--- src/rtl/fp_align_if.sv ---
// fp_align_if: handshake and data bundle for the fp_align operand aligner.
//   Input side : in_valid / in_ready, packed operands a_i, b_i {sign, exp, mant}
//   Output side: out_valid / out_ready, aligned pair (signs, sub, exp,
//                big/small extended mantissas, inf flag)
//   modport master: the producer of operands and consumer of aligned pairs
//   modport slave : the aligner itself
interface fp_align_if #(
    parameter int EXPONENT = 8,
    parameter int MANTISSA = 23
);
    localparam int W  = MANTISSA + EXPONENT + 1;
    localparam int MW = MANTISSA + 3;

    logic                in_valid;
    logic                in_ready;
    logic [W-1:0]        a_i;
    logic [W-1:0]        b_i;
    logic                out_valid;
    logic                out_ready;
    logic                out_sign_big;
    logic                out_sign_small;
    logic                out_sub;
    logic [EXPONENT-1:0] out_exp;
    logic [MW-1:0]       out_mant_big;
    logic [MW-1:0]       out_mant_small;
    logic                out_inf;

    modport master (
        output in_valid, a_i, b_i, out_ready,
        input  in_ready, out_valid, out_sign_big, out_sign_small, out_sub,
               out_exp, out_mant_big, out_mant_small, out_inf
    );

    modport slave (
        input  in_valid, a_i, b_i, out_ready,
        output in_ready, out_valid, out_sign_big, out_sign_small, out_sub,
               out_exp, out_mant_big, out_mant_small, out_inf
    );
endinterface

--- src/rtl/fp_align.sv ---
// fp_align: front end of the FP adder. Unpacks two packed operands, restores
// the hidden bit (zero exponent flushes the operand to zero), orders them so
// the larger magnitude is "big", and right-shifts the small mantissa by the
// exponent difference. Extended mantissas carry 2 guard bits.
// Two pipeline stages with valid/ready on both sides, no skid buffer.
//   clk, rst : clock (rising edge), asynchronous active-high reset
//   bus      : fp_align_if.slave (operand input handshake, aligned output)
// Optional feature macro FP_ALIGN_STICKY_EN: when defined, bits shifted out
// of the small mantissa are ORed into bit 0 of out_mant_small.
module fp_align #(
    parameter int EXPONENT = 8,
    parameter int MANTISSA = 23
) (
    input  logic        clk,
    input  logic        rst,
    fp_align_if.slave   bus
);
    localparam int W  = MANTISSA + EXPONENT + 1;
    localparam int MW = MANTISSA + 3;

    typedef logic [MW-1:0]       mant_t;
    typedef logic [EXPONENT-1:0] expo_t;

    // stage 1 registers
    logic  v1_q, v1_d;
    logic  sign_big1_q, sign_big1_d;
    logic  sign_small1_q, sign_small1_d;
    expo_t exp1_q, exp1_d;
    expo_t diff1_q, diff1_d;
    mant_t mb1_q, mb1_d;
    mant_t ms1_q, ms1_d;
    logic  inf1_q, inf1_d;

    // stage 2 registers (drive the outputs directly)
    logic  v2_q, v2_d;
    logic  sign_big2_q, sign_big2_d;
    logic  sign_small2_q, sign_small2_d;
    logic  sub2_q, sub2_d;
    expo_t exp2_q, exp2_d;
    mant_t mb2_q, mb2_d;
    mant_t ms2_q, ms2_d;
    logic  inf2_q, inf2_d;

    logic adv1, adv2;

    // unpack / compare
    logic                sign_a, sign_b;
    expo_t               exp_a, exp_b;
    logic [MANTISSA-1:0] man_a, man_b;
    logic                zero_a, zero_b;
    mant_t               ext_a, ext_b;
    logic                a_big;

    // stage 2 shift
    mant_t shifted;
    mant_t lost;
    logic  sat;
    mant_t ms_aligned;

    assign adv2 = !v2_q | bus.out_ready;
    assign adv1 = !v1_q | adv2;
    assign bus.in_ready = adv1;

    always_comb begin
        sign_a = bus.a_i[W-1];
        sign_b = bus.b_i[W-1];
        exp_a  = bus.a_i[W-2 -: EXPONENT];
        exp_b  = bus.b_i[W-2 -: EXPONENT];
        zero_a = (exp_a == '0);
        zero_b = (exp_b == '0);
        // denormals are flushed: a zero exponent wipes the fraction too
        man_a  = zero_a ? '0 : bus.a_i[MANTISSA-1:0];
        man_b  = zero_b ? '0 : bus.b_i[MANTISSA-1:0];
        ext_a  = {~zero_a, man_a, 2'b00};
        ext_b  = {~zero_b, man_b, 2'b00};
        // ties resolve to A as the big operand
        a_big  = {exp_a, man_a} >= {exp_b, man_b};
    end

    always_comb begin
        sat     = 32'(diff1_q) >= MW;
        shifted = ms1_q >> diff1_q;
        lost    = ms1_q & ~({MW{1'b1}} << diff1_q);
`ifdef FP_ALIGN_STICKY_EN
        ms_aligned = sat ? mant_t'(|ms1_q) : (shifted | mant_t'(|lost));
`else
        ms_aligned = sat ? '0 : shifted;
`endif
    end

    always_comb begin
        v1_d          = v1_q;
        sign_big1_d   = sign_big1_q;
        sign_small1_d = sign_small1_q;
        exp1_d        = exp1_q;
        diff1_d       = diff1_q;
        mb1_d         = mb1_q;
        ms1_d         = ms1_q;
        inf1_d        = inf1_q;

        v2_d          = v2_q;
        sign_big2_d   = sign_big2_q;
        sign_small2_d = sign_small2_q;
        sub2_d        = sub2_q;
        exp2_d        = exp2_q;
        mb2_d         = mb2_q;
        ms2_d         = ms2_q;
        inf2_d        = inf2_q;

        if (adv1) begin
            v1_d = bus.in_valid;
            if (bus.in_valid) begin
                sign_big1_d   = a_big ? sign_a : sign_b;
                sign_small1_d = a_big ? sign_b : sign_a;
                exp1_d        = a_big ? exp_a  : exp_b;
                diff1_d       = a_big ? (exp_a - exp_b) : (exp_b - exp_a);
                mb1_d         = a_big ? ext_a  : ext_b;
                ms1_d         = a_big ? ext_b  : ext_a;
                inf1_d        = (&exp_a) | (&exp_b);
            end
        end

        if (adv2) begin
            v2_d = v1_q;
            if (v1_q) begin
                sign_big2_d   = sign_big1_q;
                sign_small2_d = sign_small1_q;
                sub2_d        = sign_big1_q ^ sign_small1_q;
                exp2_d        = exp1_q;
                mb2_d         = mb1_q;
                ms2_d         = ms_aligned;
                inf2_d        = inf1_q;
            end
        end
    end

    always_ff @(posedge clk or posedge rst) begin
        if (rst) begin
            v1_q          <= 1'b0;
            sign_big1_q   <= 1'b0;
            sign_small1_q <= 1'b0;
            exp1_q        <= '0;
            diff1_q       <= '0;
            mb1_q         <= '0;
            ms1_q         <= '0;
            inf1_q        <= 1'b0;
            v2_q          <= 1'b0;
            sign_big2_q   <= 1'b0;
            sign_small2_q <= 1'b0;
            sub2_q        <= 1'b0;
            exp2_q        <= '0;
            mb2_q         <= '0;
            ms2_q         <= '0;
            inf2_q        <= 1'b0;
        end else begin
            v1_q          <= v1_d;
            sign_big1_q   <= sign_big1_d;
            sign_small1_q <= sign_small1_d;
            exp1_q        <= exp1_d;
            diff1_q       <= diff1_d;
            mb1_q         <= mb1_d;
            ms1_q         <= ms1_d;
            inf1_q        <= inf1_d;
            v2_q          <= v2_d;
            sign_big2_q   <= sign_big2_d;
            sign_small2_q <= sign_small2_d;
            sub2_q        <= sub2_d;
            exp2_q        <= exp2_d;
            mb2_q         <= mb2_d;
            ms2_q         <= ms2_d;
            inf2_q        <= inf2_d;
        end
    end

    assign bus.out_valid      = v2_q;
    assign bus.out_sign_big   = sign_big2_q;
    assign bus.out_sign_small = sign_small2_q;
    assign bus.out_sub        = sub2_q;
    assign bus.out_exp        = exp2_q;
    assign bus.out_mant_big   = mb2_q;
    assign bus.out_mant_small = ms2_q;
    assign bus.out_inf        = inf2_q;
endmodule

--- src/flat_wrapper.sv ---
// flat-port wrapper written by rule: the top's interface ports become plain ports
module fp_align_flat 
#(
    parameter int EXPONENT = 8,
    parameter int MANTISSA = 23
)
  (clk, rst, bus_in_valid, bus_a_i, bus_b_i, bus_out_ready, bus_in_ready, bus_out_valid, bus_out_sign_big, bus_out_sign_small, bus_out_sub, bus_out_exp, bus_out_mant_big, bus_out_mant_small, bus_out_inf);
  fp_align_if #(.EXPONENT(EXPONENT), .MANTISSA(MANTISSA)) bus_i ();
  input  logic clk;
  input  logic rst;
  input wire logic [$bits(bus_i.in_valid)-1:0] bus_in_valid;
  input wire logic [$bits(bus_i.a_i)-1:0] bus_a_i;
  input wire logic [$bits(bus_i.b_i)-1:0] bus_b_i;
  input wire logic [$bits(bus_i.out_ready)-1:0] bus_out_ready;
  output wire logic [$bits(bus_i.in_ready)-1:0] bus_in_ready;
  output wire logic [$bits(bus_i.out_valid)-1:0] bus_out_valid;
  output wire logic [$bits(bus_i.out_sign_big)-1:0] bus_out_sign_big;
  output wire logic [$bits(bus_i.out_sign_small)-1:0] bus_out_sign_small;
  output wire logic [$bits(bus_i.out_sub)-1:0] bus_out_sub;
  output wire logic [$bits(bus_i.out_exp)-1:0] bus_out_exp;
  output wire logic [$bits(bus_i.out_mant_big)-1:0] bus_out_mant_big;
  output wire logic [$bits(bus_i.out_mant_small)-1:0] bus_out_mant_small;
  output wire logic [$bits(bus_i.out_inf)-1:0] bus_out_inf;
  assign bus_i.in_valid = bus_in_valid;
  assign bus_i.a_i = bus_a_i;
  assign bus_i.b_i = bus_b_i;
  assign bus_i.out_ready = bus_out_ready;
  assign bus_in_ready = bus_i.in_ready;
  assign bus_out_valid = bus_i.out_valid;
  assign bus_out_sign_big = bus_i.out_sign_big;
  assign bus_out_sign_small = bus_i.out_sign_small;
  assign bus_out_sub = bus_i.out_sub;
  assign bus_out_exp = bus_i.out_exp;
  assign bus_out_mant_big = bus_i.out_mant_big;
  assign bus_out_mant_small = bus_i.out_mant_small;
  assign bus_out_inf = bus_i.out_inf;
  fp_align #(.EXPONENT(EXPONENT), .MANTISSA(MANTISSA)) u_core (.clk(clk), .rst(rst), .bus(bus_i));
endmodule
--- config.mk ---
export PLATFORM = sky130hd
export DESIGN_NAME = fp_align_flat
export DESIGN_NICKNAME = d
export VERILOG_FILES = /design/src/rtl/fp_align_if.sv /design/src/rtl/fp_align.sv /design/src/flat_wrapper.sv
export SDC_FILE = /design/constraint.sdc
export NUM_CORES = 1
export LEC_CHECK = 0
export ABC_AREA = 1
export BUFFER_PORTS_ARGS = -buffer_cell sky130_fd_sc_hd__buf_4
export CAP_MARGIN = 25
export CORE_UTILIZATION = 58
export CTS_CLUSTER_SIZE = 10
export DETAILED_ROUTE_END_ITERATION = 12
export GPL_TIMING_DRIVEN = 0
export PLACE_DENSITY = 0.82
export SLEW_MARGIN = 20
export SYNTH_ARGS = -nofsm -noshare
export SYNTH_HDL_FRONTEND = slang
export SYNTH_SLANG_ARGS = --single-unit
--- constraint.sdc ---
create_clock -name clk -period 5.5 [get_ports clk]
set_input_delay 0.825 -clock clk [delete_from_list [all_inputs] [get_ports clk]]
set_output_delay 0.825 -clock clk [all_outputs]
set_load 0.05 [all_outputs]
# --- Word level (Yosys, flattened, before mapping) ---
# Index checks and enable logic that the tools add are counted.
totals:
  regBits: 137
  out_inout_bits: 66
op_classes:
  addsub: 2
  n_lt_le_gt_ge: 2
  shift: 1
  n_mux: 9
  n_bitwise: 6
  reduce_logical: 8
op_table:
  columns: ["op", "n"]
  rows:
  - ["$mux 26", 3]
  - ["$mux 23", 2]
  - ["$ge 31x31->1", 1]
  - ["$shr 26x8->26", 1]
  - ["$logic_not 8->1", 2]
  - ["$mux 8", 2]
  - ["$reduce_and 8->1", 2]
  - ["$sub 8x8->8", 2]
  - ["$ge 8x5->1 const B", 1]
  - ["$reduce_and 2->1", 2]
  - ["$or 1x1->1", 3]
  - ["$logic_not 1->1", 2]
  - ["$mux 1", 2]
  - ["$not 1->1", 2]
  - ["$xor 1x1->1", 1]

# --- Logic depth before layout (Yosys ltp) ---
# Gate-level depths: netlist (run 1).
depth:
  word_depth: 4
  mapped_depth: 21

# --- Least setup slack after synthesis (run 1) ---
# Ideal clock, no wire load.
synth_path:
  path_kind: "input -> register"
  start: "in bus_a_i[24]"
  end: "reg u_core.ms1_q[11]"
  setup_time_ns: 0.117
  arrival_time_ns: 3.041
  t_required_ns: 5.383
  setup_slack_ns: 2.342
  stages: 18
  cell_sequence: "inv_1 > nand4_1 > nor2_1 > clkbuf_1 > nor2_1 > ha_1 > nand2_1 > nor2_1 > and2_1 > nand2_1 > nand2_1 > nand2_1 > buf_2 > buf_2 > nand3_1 > nand2_1 > nand2_1 > nand2_1"
synth_via:
  elab_chain_len: 4
synth_rtl:
  columns: ["element", "line_no", "text"]
  rows:
  - ["start, declared", "flat_wrapper.sv:12", "input wire logic [$bits(bus_i.a_i)-1:0] bus_a_i;"]
  - ["$logic_not 8->1", "fp_align.sv:69", "zero_a = (exp_a == '0);"]
  - ["$mux 23", "fp_align.sv:72", "man_a = zero_a ? '0 : bus.a_i[MANTISSA-1:0];"]
  - ["$ge 31x31->1", "fp_align.sv:77", "a_big = {exp_a, man_a} >= {exp_b, man_b};"]
  - ["$mux 26 (*)", "fp_align.sv:118", "ms1_d = a_big ? ext_b : ext_a;"]
  - ["end signal, assigned", "fp_align.sv:162", "ms1_q <= ms1_d;"]
  - ["end, declared", "fp_align.sv:31", "mant_t ms1_q, ms1_d;"]
# Every way passes the cells marked *; elsewhere a longest branch is shown, timed or not.
# A chain may end at the register's enable or synchronous reset.

# --- Final worst setup path (run 1) ---
layout_path:
  start: "in bus_b_i[24]"
  end: "reg u_core.exp1_q[7]"
layout_via:
  elab_chain_len: 4
layout_rtl:
  columns: ["element", "line_no", "text"]
  rows:
  - ["start, declared", "flat_wrapper.sv:13", "input wire logic [$bits(bus_i.b_i)-1:0] bus_b_i;"]
  - ["$logic_not 8->1", "fp_align.sv:70", "zero_b = (exp_b == '0);"]
  - ["$mux 23", "fp_align.sv:73", "man_b = zero_b ? '0 : bus.b_i[MANTISSA-1:0];"]
  - ["$ge 31x31->1 (*)", "fp_align.sv:77", null]
  - ["$mux 8 (*)", "fp_align.sv:115", "exp1_d = a_big ? exp_a : exp_b;"]
  - ["end signal, assigned", "fp_align.sv:159", "exp1_q <= exp1_d;"]
  - ["end, declared", "fp_align.sv:28", "expo_t exp1_q, exp1_d;"]
# Marks and branches as above.

==> results.py, run 1 <==
metrics = {
    "critical_path": {
        "crit_path_start_kind": "input port",
        "critical_path_class": "in2reg",
        "worstPathRequired_ns": 5.80,
        "cpMostUsedCell": "nand2_1",
        "crit_path_end_kind": "register",
        "worstReg2RegStart": "u_core.bus.out_valid",
        "cp_top_family": "simple AND/OR/NAND/NOR gates",
        "r2r_slack_ns": 3.27,
        "reg2regPathDepth": 7,
        "slowest_delay_ns": 0.51,
        "cp.buffers_inverters": 7,
        "worstPathMaxFanout": 10,
        "slowest_stage": "nor2_1",
        "worst_r2r_endpoint": "u_core.mb1_q[21]",
        "cp_data_arrival_time_ns": 4.18,
        "path_cells": "buf_4 > inv_1 > nand4_1 > nor2_1 > clkbuf_1 > nor2_1 > inv_1 > ha_1 > nand2_1 > inv_1 > a21oi_1 > nand2_1 > nand2_1 > nand2_1 > nand2_1 > buf_2 > buf_2 > nand3_1 > nand3_1 > nand2_1",
        "path_depth": 20,
    },
    "layout": {
        "layout.nets": 1626,
        "diodes": 0,
        "utilization_pct": 72.80,
        "syn_to_final_growth_pct": 21.01,
        "drive_gt1_share_pct": 13.46,
    },
    "power_and_ir_drop": {
        "seq_power_share_pct": 30.6,
        "p_sw_mw": 1.981,
        "clkPwrFrac_pct": 26.6,
        "vdd_drop_max_uv": 259.5,
        "internal_power_mw": 2.392,
        "combPwrFrac_pct": 42.9,
        "power.density_nw_per_um2": 408.7,
        "netSwitchingFraction_pct": 45.30,
        "total_leakage_power_nw": 6.211,
    },
    "synth": {
        "yosys_warnings": 0,
        "synth.top_cell.area_share_pct": 37.07,
        "yosysMostFrequentCell": "nand2_1",
        "avgSynthCellArea_um2": 6.474,
        "synth_flop_cell": "dfrtp_1",
        "yosys_register_bits": 131,
        "synth_cell_type_count": 35,
        "syn_inst": 1366,
        "synth_edf_count": 0,
        "yosysSeqAreaShare_pct": 37.07,
        "yosys.area.top_type": "dfrtp_1",
        "synth_commonest_cells": "603 x nand2_1, 213 x nand3_1, 131 x dfrtp_1",
        "netlist_area_um2": 8843,
        "ys_async_sr_fraction_pct": 100.0,
        "synth_area_leaders": "dfrtp_1 37%, nand2_1 26%, nand3_1 12%, inv_1 5.4%, ha_1 5.4%",
    },
    "floorplanning": {
        "ios": 134,
        "die_x_um": 125.5,
        "die_area_um2": 15750,
        "die_h_um": 125.5,
        "placementRows": 44,
        "core_um2": 14700,
        "start_util_pct": 60.16,
    },
    "sta": {
        "setup_viol": 0,
        "final_max_slew_viol_count": 0,
        "rsz0062_at_grt": "no",
        "fin_skew_ns": 0.01047,
        "max_freq_mhz": 257.9,
        "period_needed_ns": 3.878,
        "hold_violations": 0,
        "fin_crit_sh_pct": 70.51,
        "setup_ws_ns": 1.622,
        "worst_pin_slew_ns": 0.6364,
        "setup_tns_ns": 0,
        "relSlewSlack_pct": 57.57,
    },
    "place": {
        "place_congestion": 1.028,
        "post-place-ws_ns": 1.295,
        "port_buffers": 131,
        "hpwl_um": 20920,
    },
    "route": {
        "drt-vias-per-instance": 5.476,
        "wl_per_cell_um": 15.68,
        "drc_errors": 7,
        "drtIter0Drc": 926,
        "first_pass_iters": 10,
        "vias": 9391,
        "wl_um": 26900,
        "ant_nets": 0,
    },
    "status": {
        "failed_checks": "DRC",
        "status": "complete, but fails checks",
    },
    "min_path": {
        "hold_path.class": "in2async",
    },
    "clock_tree": {
        "ctsHoldBuffers": 0,
        "insertion_delay_ns": 0.42,
        "post_cts_resized": 0,
        "cts.path.max_buffers": 2,
        "clk_pin_slew_worst_paths_ns": 0.07,
        "cts_setup_buffers": 0,
        "tritoncts_num_sinks": 131,
        "htreeDepth": 4,
        "cts_tree": "done",
        "root_buffer": "clkbuf_16",
        "numCtsBuffers": 17,
    },
    "run": {
        "max_cap_viol_count": 0,
    },
    "global_routing": {
        "grt_use_total_pct": 35.78,
        "overflow": 0,
        "grt_pass1_vias": 8920,
        "antenna_found_initial": 0,
        "grt_max_degree": 84,
        "grt_pass1_wl_um": 44060,
    },
}
[worst reg2reg max path: stages, from the launching register on]
cell      delay (ns)
dfrtp_1         0.43
nand3_1         0.16
nand2_1         0.24
inv_1           0.18
clkbuf_1        0.51
clkbuf_1        0.39
nand2_1         0.17
nand2_1         0.08
[worst max-delay path by stage]
stage	startpoint	end	slack [ns]
floorplan	rst	u_core.bus.out_exp[0]	1.18
global placement	rst	u_core.bus.out_mant_small[22]	-0.06
detailed placement	bus_a_i[24]	u_core.mb1_q[23]	1.29
CTS	bus_a_i[24]	u_core.mb1_q[24]	1.73
global route	bus_b_i[24]	u_core.exp1_q[7]	1.39
finish	bus_b_i[24]	u_core.exp1_q[7]	1.62
[through the flow]
stage,total power [mW],cell area [um^2],hold slack [ns],std cells
finish,4.374,10700,0.4118,1715
global route,4.602,10700,0.4445,1715
CTS,4.343,10700,0.4261,1715
detailed placement,3.185,10090,0.4606,1683
global placement,3.152,10060,0.4558,1682
floorplan,2.612,8847,0.4488,1367
[power groups by stage]
stage / combinational [mW] / sequential [mW] / clock (mW)
finish: 1.87 / 1.34 / 1.16
global route: 2.03 / 1.36 / 1.21
CTS: 1.85 / 1.33 / 1.16
detailed placement: 1.84 / 1.35 / 0
global placement: 1.81 / 1.34 / 0
floorplan: 0.855 / 1.76 / 0
[metal layers]
layer  vias to the layer above  wire, um  GRT usage [%]
met4                         0       837          14.92
met1                      4223     11580          48.55
met3                        68      2443          7.403
li1                       4594         -              -
met2                       506     12040          55.75
met5                         -         0              0
[cells in the final DEF (no fill, tap or decap), types with 17 or more instances in the layout]
master     synthesis  layout
ha_1              38      38
a21oi_1           31      31
buf_2             22      22
clkbuf_1          36      36
nand2_1          603     603
dfrtp_1          131     131
o21ai_0           23      23
clkbuf_16          0      17
nand3_1          213     213
buf_4              4     135
nor2_1            73      73
inv_1            127     126
[registers in the layout, summed over array words and instances (netlist names), 8 cells and up]
| name | count |
|---|---|
| u_core.diff1_q | 8 |
| u_core.bus.out_mant_big | 24 |
| u_core.bus.out_exp | 8 |
| u_core.exp1_q | 8 |
| u_core.mb1_q | 24 |
| u_core.ms1_q | 24 |
| u_core.bus.out_mant_small | 26 |
[cells by family (layout without fill, tap and decap cells)]
kind of cell	count (synthesis)	in the layout	synth area share (%)
compound gates	67	67	4.089
xor+xnor	9	9	0.8914
fa+ha+maj	40	40	5.829
buf+inv	207	371	9.777
flops	131	131	37.07
other cells	1	2	0.04240
simple gates	911	911	42.30
[area by class of cell]
class,instances,area [um^2]
repair buffers,132,1011
inverters,131,496.7
plain buffers,76,372.9
well taps,184,230.2
clock inverters,15,182.7
clock buffers,17,425.4
multi-input cells,1029,4705
fillers,1258,3998
flip-flops and latches,131,3278
(Power assumes the default switching activity.)
==> inputs of run 2 (changes only) <==
--- a/config.mk
+++ b/config.mk
@@ -8,11 +8,11 @@
 export ABC_AREA = 1
 export BUFFER_PORTS_ARGS = -buffer_cell sky130_fd_sc_hd__buf_4
 export CAP_MARGIN = 25
-export CORE_UTILIZATION = 58
+export CORE_UTILIZATION = 53
 export CTS_CLUSTER_SIZE = 10
 export DETAILED_ROUTE_END_ITERATION = 12
 export GPL_TIMING_DRIVEN = 0
-export PLACE_DENSITY = 0.82
+export PLACE_DENSITY = 0.79
 export SLEW_MARGIN = 20
 export SYNTH_ARGS = -nofsm -noshare
 export SYNTH_HDL_FRONTEND = slang
==> constraint.sdc (replaced) <==
create_clock -name clk -period 3.2 [get_ports clk]
set_input_delay 0.48 -clock clk [delete_from_list [all_inputs] [get_ports clk]]
set_output_delay 0.48 -clock clk [all_outputs]
set_load 0.05 [all_outputs]
==> run 2 against run 1 <==
The run now ends clean. Utilization decreased by 5.2 points. Final cell count grew 2.2%. Sequential cell count unchanged. Sequential share of layout area fell by 0.43 points. Die area up 9.3%. Wire length rose by 2.8%. Largest cell class unchanged.
==> results.py, run 2 (synthesis gave the netlist of run 1 again) <==
metrics = {
    "sta": {
        "relSlewSlack_pct": 59.13,
        "hold_violations": 0,
        "fin_skew_ns": 0.01078,
        "setup_ws_ns": 0.1720,
        "setup_viol": 0,
        "fin_crit_sh_pct": 94.63,
        "max_freq_mhz": 330.2,
        "final_max_slew_viol_count": 0,
        "setup_tns_ns": 0,
        "worst_pin_slew_ns": 0.6131,
        "rsz0062_at_grt": "no",
        "period_needed_ns": 3.028,
    },
    "place": {
        "hpwl_um": 21480,
        "port_buffers": 131,
        "place_area_um2": 10180,
        "place_inst": 1718,
        "post-place-ws_ns": -0.7372,
        "place_congestion": 0.9586,
    },
    "layout": {
        "layout_common_cells": "603 x nand2_1, 213 x nand3_1, 140 x buf_4",
        "drive_gt1_share_pct": 14.31,
        "syn_to_final_growth_pct": 22.75,
        "diodes": 0,
        "seqCellArea_um2": 3278,
        "stdcell_area_um2": 10860,
        "instances_no_fill": 1753,
        "multiInputGateArea_um2": 4722,
        "final.fill_count": 1448,
        "layout_commonest_cell": "nand2_1",
        "largest_register_ffs": 26,
        "layout.nets": 1632,
    },
    "global_routing": {
        "grt_use_total_pct": 33.22,
        "gr-usage-met2_pct": 52.81,
        "grt_use_met1_pct": 45.86,
        "grt.met3_usage_pct": 4.321,
        "antenna_found_initial": 0,
        "grt_pass1_wl_um": 44840,
        "overflow": 0,
        "grt_max_degree": 36,
        "gr-max-usage-layer": "met2",
        "grt_pass1_vias": 8743,
    },
    "critical_path": {
        "crit_path_end_kind": "register",
        "worstPathMaxFanout": 10,
        "worstPathRequired_ns": 3.52,
        "worstReg2RegStart": "u_core.bus.out_valid",
        "reg2regPathDepth": 7,
        "cp_data_arrival_time_ns": 3.35,
        "critical_path_class": "in2reg",
        "worst_r2r_endpoint": "u_core.mb1_q[21]",
        "crit_path_start_kind": "input port",
        "r2r_slack_ns": 0.95,
    },
    "route": {
        "wl_um": 27640,
        "drtIter0Drc": 846,
        "drt-vias-per-instance": 5.347,
        "drc_errors": 0,
        "first_pass_iters": 5,
        "ant_nets": 0,
        "wl_per_cell_um": 15.77,
        "vias": 9373,
    },
    "clock_tree": {
        "numCtsBuffers": 17,
        "htreeDepth": 4,
        "insertion_delay_ns": 0.43,
        "tritoncts_num_sinks": 131,
        "clk_pin_slew_worst_paths_ns": 0.06,
        "root_buffer": "clkbuf_16",
        "cts.path.max_buffers": 2,
        "cts_tree": "done",
    },
    "floorplanning": {
        "die_area_um2": 17210,
        "ios": 134,
        "start_util_pct": 55.07,
        "placementRows": 46,
        "die_h_um": 131.2,
        "die_x_um": 131.2,
        "core_um2": 16060,
    },
    "power_and_ir_drop": {
        "total_leakage_power_nw": 6.258,
        "power.density_nw_per_um2": 693.2,
        "total_power_mw": 7.525,
        "vdd_drop_max_uv": 481.2,
    },
    "min_path": {
        "hold_path.class": "in2reg",
        "min-delay-start": "bus_out_ready",
        "hold_path_end": "u_core.bus.out_valid",
        "min_path_cells": 4,
    },
    "status": {
        "status": "complete, no violations",
    },
    "run": {
        "max_cap_viol_count": 0,
    },
}
[run 2: through the flow]
step / util [%] / hold WS, ns
2_1_floorplan: - / 0.4488
3_3_place_gp: 62.93 / 0.4553
3_5_place_dp: 63.43 / 0.4120
4_1_cts: 67.26 / 0.3019
5_1_grt: 67.60 / 0.3379
6_report: 67.60 / 0.3078
[run 2: how the worst max path moves through the flow]
stage	cells past startpoint	startpoint	slack, ns	end
5_1_grt	20	bus_a_i[29]	0.009	u_core.mb1_q[23]
3_5_place_dp	20	bus_a_i[24]	-0.74	u_core.mb1_q[22]
3_3_place_gp	20	bus_a_i[24]	-0.69	u_core.mb1_q[22]
6_report	20	bus_a_i[29]	0.17	u_core.mb1_q[22]
4_1_cts	20	bus_a_i[24]	0.01	u_core.mb1_q[22]
2_1_floorplan	18	bus_a_i[24]	0.39	u_core.ms1_q[12]
[run 2: final cells by class]
class	count	area share, %
inverter	131	4.633
sequential	131	30.20
buffer	76	3.665
clock buffer	17	3.919
tap	216	2.490
clock inverter	15	1.568
timing repair buffer	138	10.03
multi-input combinational	1029	43.50
[run 2: what timing repair did]
action,in CTS,in global routing
pin swaps,0,3
hold endpoints to repair,4,0
hold buffers,1,0
buffers inserted,0,2
resized for setup,6,20
endpoints found under the setup margin,62,60
[run 2: per-layer routing]
layer / routed length, um / up-vias
met1: 12110 / 4341
met3: 2035 / 44
met4: 714 / 0
li1: - / 4605
met5: 0 / -
met2: 12780 / 383
[run 2: report_power, final]
part / switching [mW] / internal, mW
registers: 0.270 / 2.04
logic: 2.27 / 0.957
clock network: 0.822 / 1.17
[run 2: critical path, cell delays in order]
cell	delay (ns)
buf_4	0.11
inv_1	0.16
nand4_1	0.24
nor2_4	0.23
buf_4	0.22
nor2_1	0.11
ha_1	0.31
nand2_1	0.08
nor2_2	0.21
nand2_1	0.08
nand2_1	0.09
nand2_1	0.06
nand2_1	0.07
nand2_1	0.09
clkbuf_4	0.21
clkbuf_4	0.22
nand3_1	0.10
nand2_1	0.12
nand2_1	0.09
nand2_1	0.06
